==> src/rtl/instr_fetch.sv <==
// Fetch stage: owns the PC, reads instruction memory, and hands the IR to the decoder via valid/ack.
// Optional IF_HALT_OPCODE_EN: a fetched HALT_OPCODE parks the stage in HALTED instead of issuing.
module instr_fetch #(
   parameter int                   ADDR_W      = 8,
   parameter int                   INSTR_W     = 8,
   parameter logic [ADDR_W-1:0]    START_ADDR  = '0,
   parameter logic [INSTR_W-1:0]   HALT_OPCODE = '1
) (
   input  logic               clk,
   input  logic               rst_n,
   input  logic               start,
   input  logic               stall,
   input  logic               ir_ack,
   input  logic               jump_en,
   input  logic [ADDR_W-1:0]  jump_addr,
   input  logic               halt_req,
   input  logic [INSTR_W-1:0] r_instr,
   output logic [ADDR_W-1:0]  r_addr,
   output logic [ADDR_W-1:0]  pc,
   output logic [INSTR_W-1:0] ir,
   output logic               ir_valid,
   output logic               busy,
   output logic               halted
);

   typedef enum logic [2:0] {IDLE, FETCH, CAPTURE, ISSUE, HALTED} state_t;

   state_t             state_q, state_d;
   logic [ADDR_W-1:0]  pc_q, pc_d;
   logic [INSTR_W-1:0] ir_q, ir_d;
   logic               ir_valid_q, ir_valid_d;
   logic               busy_q, busy_d;
   logic               halted_q, halted_d;
   logic               active;

   assign active = (state_q == FETCH) || (state_q == CAPTURE) || (state_q == ISSUE);

`ifndef IF_HALT_OPCODE_EN
   logic unused_halt_opcode;
   assign unused_halt_opcode = ^HALT_OPCODE;
`endif

   always_comb begin
      state_d    = state_q;
      pc_d       = pc_q;
      ir_d       = ir_q;
      ir_valid_d = ir_valid_q;
      case (state_q)
         IDLE:    if (start) state_d = FETCH;
         FETCH:   state_d = CAPTURE;
         CAPTURE: begin
            ir_d       = r_instr;
            ir_valid_d = 1'b1;
            state_d    = ISSUE;
`ifdef IF_HALT_OPCODE_EN
            if (r_instr == HALT_OPCODE) begin
               ir_valid_d = 1'b0;
               state_d    = HALTED;
            end
`endif
         end
         ISSUE: begin
            if (ir_ack && !stall) begin
               ir_valid_d = 1'b0;
               pc_d       = jump_en ? jump_addr : pc_q + {{(ADDR_W-1){1'b0}}, 1'b1};
               state_d    = FETCH;
            end
         end
         HALTED: begin
            if (start) begin
               pc_d    = START_ADDR;
               state_d = FETCH;
            end
         end
         default: state_d = IDLE;
      endcase
      // halt_req overrides anything decided above, including a same-cycle ack/jump or capture
      if (halt_req && active) begin
         state_d    = HALTED;
         pc_d       = pc_q;
         ir_d       = ir_q;
         ir_valid_d = 1'b0;
      end
      busy_d   = (state_d == FETCH) || (state_d == CAPTURE) || (state_d == ISSUE);
      halted_d = (state_d == HALTED);
   end

   always_ff @(posedge clk or negedge rst_n) begin
      if (!rst_n) begin
         state_q    <= IDLE;
         pc_q       <= START_ADDR;
         ir_q       <= '0;
         ir_valid_q <= 1'b0;
         busy_q     <= 1'b0;
         halted_q   <= 1'b0;
      end else begin
         state_q    <= state_d;
         pc_q       <= pc_d;
         ir_q       <= ir_d;
         ir_valid_q <= ir_valid_d;
         busy_q     <= busy_d;
         halted_q   <= halted_d;
      end
   end

   assign pc       = pc_q;
   assign r_addr   = pc_q;
   assign ir       = ir_q;
   assign ir_valid = ir_valid_q;
   assign busy     = busy_q;
   assign halted   = halted_q;

endmodule

==> config.mk <==
export PLATFORM = sky130hd
export DESIGN_NAME = instr_fetch
export DESIGN_NICKNAME = d
export VERILOG_FILES = /design/src/rtl/instr_fetch.sv
export SDC_FILE = /design/constraint.sdc
export NUM_CORES = 1
export LEC_CHECK = 0
export ABC_CLOCK_PERIOD_IN_PS = 4200
export BUFFER_PORTS_ARGS = -buffer_cell sky130_fd_sc_hd__buf_4
export CAP_MARGIN = 20
export CORE_ASPECT_RATIO = 1.2
export CORE_UTILIZATION = 52
export CTS_BUF_LIST = sky130_fd_sc_hd__clkbuf_4 sky130_fd_sc_hd__clkbuf_8
export CTS_CLUSTER_SIZE = 28
export DETAILED_ROUTE_END_ITERATION = 10
export PLACE_DENSITY_LB_ADDON = 0.08
export SYNTH_ARGS = -nofsm -noshare
export SYNTH_HDL_FRONTEND = slang
export SYNTH_SLANG_ARGS = --single-unit
==> constraint.sdc <==
create_clock -name clk -period 4.2 [get_ports clk]
set_clock_uncertainty 0.1 [all_clocks]
set_input_delay 0.21 -clock clk [delete_from_list [all_inputs] [get_ports clk]]
set_output_delay 0.21 -clock clk [all_outputs]
set_load 0.02 [all_outputs]
==> flow_metrics.tcl, run 1 <==
set metrics [dict create \
    cts_tree "done" \
    min_from "halt_req" \
    switching_share_pct 40.7 \
    ys_types 31 \
    p_sw_uw 368 \
    crit_top_cell "nor2_4" \
    crit_fanout 8 \
    crit_arrival_ns 1.67 \
    wl_mm 2.29 \
    synth_top_area_share_pct 48.2 \
    rrSetupSlack_ns 2.63 \
    setup_ws_ns 2.63 \
    drt_iter0_drc 8 \
    hold_depth 2 \
    grt_max_degree 23 \
    synth-seq-cells 22 \
    num_rows 18 \
    ys_top_cells_by_area "dfrtp_1 48%, mux2_2 7.9%, buf_4 6.6%, o21ai_0 4.8%, nand2_1 2.6%" \
    syn_area_um2 1140 \
    tns_ns 0 \
    grt_antenna_before_repair 0 \
    finalPower_uw 904 \
    cts_buffer_depth 2 \
    worstMarginPinSlew_ns 0.298 \
    hold_buffers 1 \
    cp_cell_sequence "nor2_4 > nand2_1 > nor2_4 > mux2_2" \
    synthCells 105 \
    final_max_slew_viol_count 0 \
    synth_edf_count 0 \
    cts_made_buffers 3 \
    cts_resized 0 \
    fp.dieH_um 53.3 \
    seqPwrFrac_pct 41.5 \
    drc 0 \
    route.vias.total 938 \
    fin_nets 174 \
    rsz0062_at_grt "false" \
    grt-ovfl-total 0 \
    wl_per_cell_um 12.9 \
    root_buffer "clkbuf_4" \
    synth.top_cells.by_count "22 x dfrtp_1, 11 x o21ai_0, 10 x buf_4, 8 x mux2_2, 8 x nand2_1" \
    clk_transition_reported_paths_ns 0.11 \
    power.share.combinational_pct 48.1 \
    cpMaxStageDelayCell "dfrtp_1" \
    timing.final.crit_share_pct 37.4 \
    slew_headroom_pct 79.9 \
    outcome "finished clean" \
    maxCapViolCount 0 \
    setup_viol 0 \
    async_flop_share_pct 100 \
    timing.rr.start "state_q[2]" \
    required_ns 4.30 \
    yosysMostFrequentCell "dfrtp_1" \
    n_antenna_cell 0 \
    internal_power_uw 536 \
    p_leak_uw 0.000744 \
    yosys_warnings 0 \
    max_freq_mhz 637 \
    rr_worst_depth 4 \
    clk_latency_ns 0.30 \
    vias_per_cell 5.27 \
    syn_nets 129 \
    period_needed_ns 1.57 \
    worstHoldPathType "in -> reg" \
    ys_seq_area_share_pct 48.2 \
    area.sequential_um2 551 \
    ant_nets 0 \
    initial_core_util_pct 55.1 \
    drt-pass1-iter-count 3 \
    multi_input_area_um2 502 \
    cpPeakStageDelay_ns 0.46 \
    min_to "state_q[1]" \
    power.density_nw_per_um2 601 \
    port_buffers 49 \
    grt_pass1_wl_mm 3.82 \
    p_clk_share_pct 10.4 \
    area_delta_synth_final_pct 31.8 \
    finalHoldViolations 0 \
    startpoint_type "register" \
    yosys.area.top_type "dfrtp_1" \
    dp_hpwl_mm 1.75 \
    core_um2 2070 \
    clkSinkCount 22 \
    critical_path_class "reg -> reg" \
    grt_use_total_pct 22.1 \
    final_layout_size_suffix_gt1_share_pct 45.3 \
    avgSynthCellArea_um2 10.9 \
    htree_levels 1 \
    r2r_end "ir[6]" \
    synthFlopType "dfrtp_1" \
    design.die.area_um2 2390 \
    die_w_um 44.8 \
    grt_pass1_vias 885 \
    post_cts_buffers 0 \
    crit_path_end_kind "register" \
    peakVddDrop_v 0.000470 \
    place.gp.congestion 0.871 \
    place_ws_ns 2.64 \
    io_pins 50 \
    fill_cells 170 \
]
[how the worst max path moves through the flow]
stage                 end       start
CTS                 ir[7]  state_q[2]
detailed placement  ir[3]  state_q[2]
global route        pc[6]       pc[0]
finish              ir[6]  state_q[2]
global placement    ir[6]  state_q[2]
floorplan           pc[6]       pc[0]
[critical path, delay by kind of cell (launching register included)]
kind	cells	cell delay, ns
multiplexers	1	0.36
flip-flops	1	0.46
AND/OR/NAND/NOR	3	0.54
[final cells by class]
class / instances / share of cell area (%)
multi-input combinational: 69 / 33.3
sequential: 22 / 36.6
timing repair buffer: 50 / 25.1
inverter: 4 / 0.998
clock buffer: 3 / 1.50
tap: 30 / 2.49
[power groups by stage]
stage	clock, µW	sequential [µW]	combinational [µW]
2_1_floorplan	0	457	190
3_3_place_gp	0	375	431
3_5_place_dp	0	380	438
4_1_cts	97.2	376	439
5_1_grt	101	392	474
6_report	94.2	375	435
[metal layers]
layer / up-vias / GRT usage, % / wire length [µm]
met5: - / 0 / 0
met4: 0 / 9.60 / 33
met3: 4 / 4.10 / 122
met2: 31 / 39.0 / 1230
met1: 443 / 25.5 / 909
li1: 460 / - / -
[layout by cell type, fill, tap and decap left out, drive strengths merged, types with 2 or more instances in the layout]
| cell | synthesis | routed |
|---|---|---|
| and3 | 3 | 3 |
| o21ai | 12 | 12 |
| nor3b | 2 | 2 |
| nand3 | 3 | 3 |
| mux2 | 8 | 8 |
| clkbuf | 0 | 3 |
| buf | 10 | 49 |
| nor2 | 6 | 6 |
| a21oi | 2 | 2 |
| mux2i | 2 | 2 |
| nor3 | 3 | 3 |
| inv | 4 | 4 |
| nand2 | 8 | 8 |
| o31ai | 3 | 3 |
| a31oi | 3 | 3 |
| a22oi | 3 | 3 |
| o2bb2ai | 2 | 2 |
| dfrtp | 22 | 22 |
[state kept, by name (all words and copies together) (netlist names)]
signal    count
ir            8
ir_valid      1
halted        1
busy          1
pc            8
state_q       3
[cells by family after synthesis]
family	share of synthesized area, %
adders and majority gates	1.10
buffers and inverters	7.89
DFF	48.2
and+or+nand+nor	16.8
xor gates and xnor gates	0.767
muxes	9.64
AOI/OAI and AO/OA	15.7
[metrics by stage]
stage / std cells / cell area (µm²) / utilization [%] / hold WS [ns]
5_1_grt: 178 / 1510 / 72.6 / 0.0141
3_3_place_gp: 174 / 1470 / 71.1 / 0.0126
6_report: 178 / 1510 / 72.6 / 0.0107
4_1_cts: 178 / 1510 / 72.6 / 0.00580
3_5_place_dp: 174 / 1470 / 71.1 / 0.0160
2_1_floorplan: 105 / 1140 / - / -0.186
(Power assumes the default switching activity.)
==> run 2: changes to the inputs <==
--- a/config.mk
+++ b/config.mk
@@ -5,11 +5,11 @@
 export SDC_FILE = /design/constraint.sdc
 export NUM_CORES = 1
 export LEC_CHECK = 0
-export ABC_CLOCK_PERIOD_IN_PS = 4200
+export ABC_CLOCK_PERIOD_IN_PS = 1600
 export BUFFER_PORTS_ARGS = -buffer_cell sky130_fd_sc_hd__buf_4
 export CAP_MARGIN = 20
 export CORE_ASPECT_RATIO = 1.2
-export CORE_UTILIZATION = 52
+export CORE_UTILIZATION = 48
 export CTS_BUF_LIST = sky130_fd_sc_hd__clkbuf_4 sky130_fd_sc_hd__clkbuf_8
 export CTS_CLUSTER_SIZE = 28
 export DETAILED_ROUTE_END_ITERATION = 10
==> constraint.sdc (replaced) <==
create_clock -name clk -period 1.6 [get_ports clk]
set_clock_uncertainty 0.1 [all_clocks]
set_input_delay 0.08 -clock clk [delete_from_list [all_inputs] [get_ports clk]]
set_output_delay 0.08 -clock clk [all_outputs]
set_load 0.02 [all_outputs]
==> flow_metrics.tcl, run 2 (synthesis gave the netlist of run 1 again) <==
set metrics [dict create \
    cpPeakStageDelay_ns 0.48 \
    startpoint_type "register" \
    clkSinkCount 22 \
    htree_levels 1 \
    top_layer "met4" \
    outcome "finished clean" \
    fin_nets 195 \
    cts_made_buffers 3 \
    grt_pass1_vias 1028 \
    crit_path_end_kind "register" \
    final_cell_mix "51 x buf_4, 22 x dfrtp_1, 20 x dlygate4sd3_1" \
    worst_hold_slack_ns 0.0793 \
    wl_mm 2.58 \
    grt_max_degree 23 \
    critical_path_class "reg -> reg" \
    place.gp.congestion 0.887 \
    required_ns 1.70 \
    crit_top_cell "nor2_4" \
    cts_tree "done" \
    clk_latency_ns 0.30 \
    area_delta_synth_final_pct 53.3 \
    peakVddDrop_v 0.000977 \
    io_pins 50 \
    finalPower_uw 2620 \
    slew_headroom_pct 78.1 \
    power.density_nw_per_um2 1500 \
    root_buffer "clkbuf_4" \
    die_w_um 46.5 \
    drt_iter0_drc 14 \
    final_area_um2 1750 \
    num_rows 19 \
    worstMarginPinSlew_ns 0.325 \
    setup_ws_ns 0.0746 \
    finalHoldViolations 0 \
    crit_buf_inv 0 \
    fill_cells 146 \
    dp_hpwl_mm 1.81 \
    met1Wirelength_mm 1.08 \
    final_max_slew_viol_count 0 \
    tns_ns 0 \
    ant_nets 0 \
    initial_core_util_pct 50.6 \
    multi_input_area_um2 512 \
    port_buffers 49 \
    met3_length_um 109 \
    drc 0 \
    crit_arrival_ns 1.63 \
    clk_transition_reported_paths_ns 0.12 \
    design.die.area_um2 2580 \
    cp_cell_sequence "nor2_4 > nand2_1 > nor2_4 > mux2_2" \
    place_ws_ns 0.0881 \
    grt_pass1_wl_mm 4.26 \
    period_needed_ns 1.53 \
    worstHoldPathType "in -> async" \
    timing.final.crit_share_pct 95.3 \
    max_freq_mhz 656 \
    final_layout_size_suffix_gt1_share_pct 42.4 \
    grt_antenna_before_repair 0 \
    cts_buffer_depth 2 \
    crit_fanout 8 \
    wl_per_cell_um 12.8 \
    path_delay_family "flip-flops" \
    rsz0062_at_grt "false" \
    vias_per_cell 5.08 \
    n_antenna_cell 0 \
    p_leak_uw 0.000848 \
    final_common_cell "buf_4" \
    drt-pass1-iter-count 6 \
    dpl_cell_area_um2 1490 \
    area.sequential_um2 551 \
    grt-ovfl-total 0 \
    maxCapViolCount 0 \
    setup_viol 0 \
    route.vias.total 1021 \
    fp.dieH_um 55.4 \
    wl_met2_mm 1.35 \
    cpMaxStageDelayCell "dfrtp_1" \
    core_um2 2260 \
    grt_use_total_pct 22.0 \
]
[run 2: path summary, 6_finish.rpt]
kind,depth (start not counted),to,slack (ns),start
max reg2reg,4,ir[3],0.07,state_q[2]
min,2,pc[5],0.08,rst_n
max,4,ir[3],0.07,state_q[2]
max in group asynchronous,2,pc[2],1.10,rst_n
min in group clk,4,ir_valid,0.08,ir_ack
min reg2reg,1,ir[4],0.43,ir[4]
[run 2: per-layer routing]
metal,up-vias,track usage [%]
met1,481,27.2
li1,502,-
met2,32,37.5
met4,0,5.88
met3,6,4.25
met5,-,0
[run 2: power by group]
group	switching (µW)	total, µW	internal (µW)
Clock	169	422	253
Combinational	627	1220	595
Sequential	205	979	774
Total	1000	2620	1620
[run 2: per-stage QoR]
step | util (%) | std cells
after detailed placement | 65.9 | 177
after floorplan | - | 105
after global routing | 77.6 | 201
final | 77.6 | 201
after CTS | 77.1 | 201
after global placement | 65.9 | 177
[run 2: worst reg2reg max path, stage by stage, from the launching register on]
cell	delay, ns
dfrtp_1	0.48
nor2_4	0.14
nand2_1	0.11
nor2_4	0.23
mux2_2	0.37
[run 2: cell type report]
class / instances / share of cell area [%]
multi-input combinational: 69 / 29.2
clock buffer: 3 / 1.29
sequential: 22 / 31.4
timing repair buffer: 71 / 33.3
inverter: 4 / 0.857
tap: 31 / 2.21
clock inverter: 1 / 1.71
[run 2: timing repair]
item                                    CTS  global route
endpoints found under the setup margin    0             2
hold buffers                             20             0
buffers inserted                          0             0
gates resized for setup                   0             2
endpoints found under the hold margin    41             0
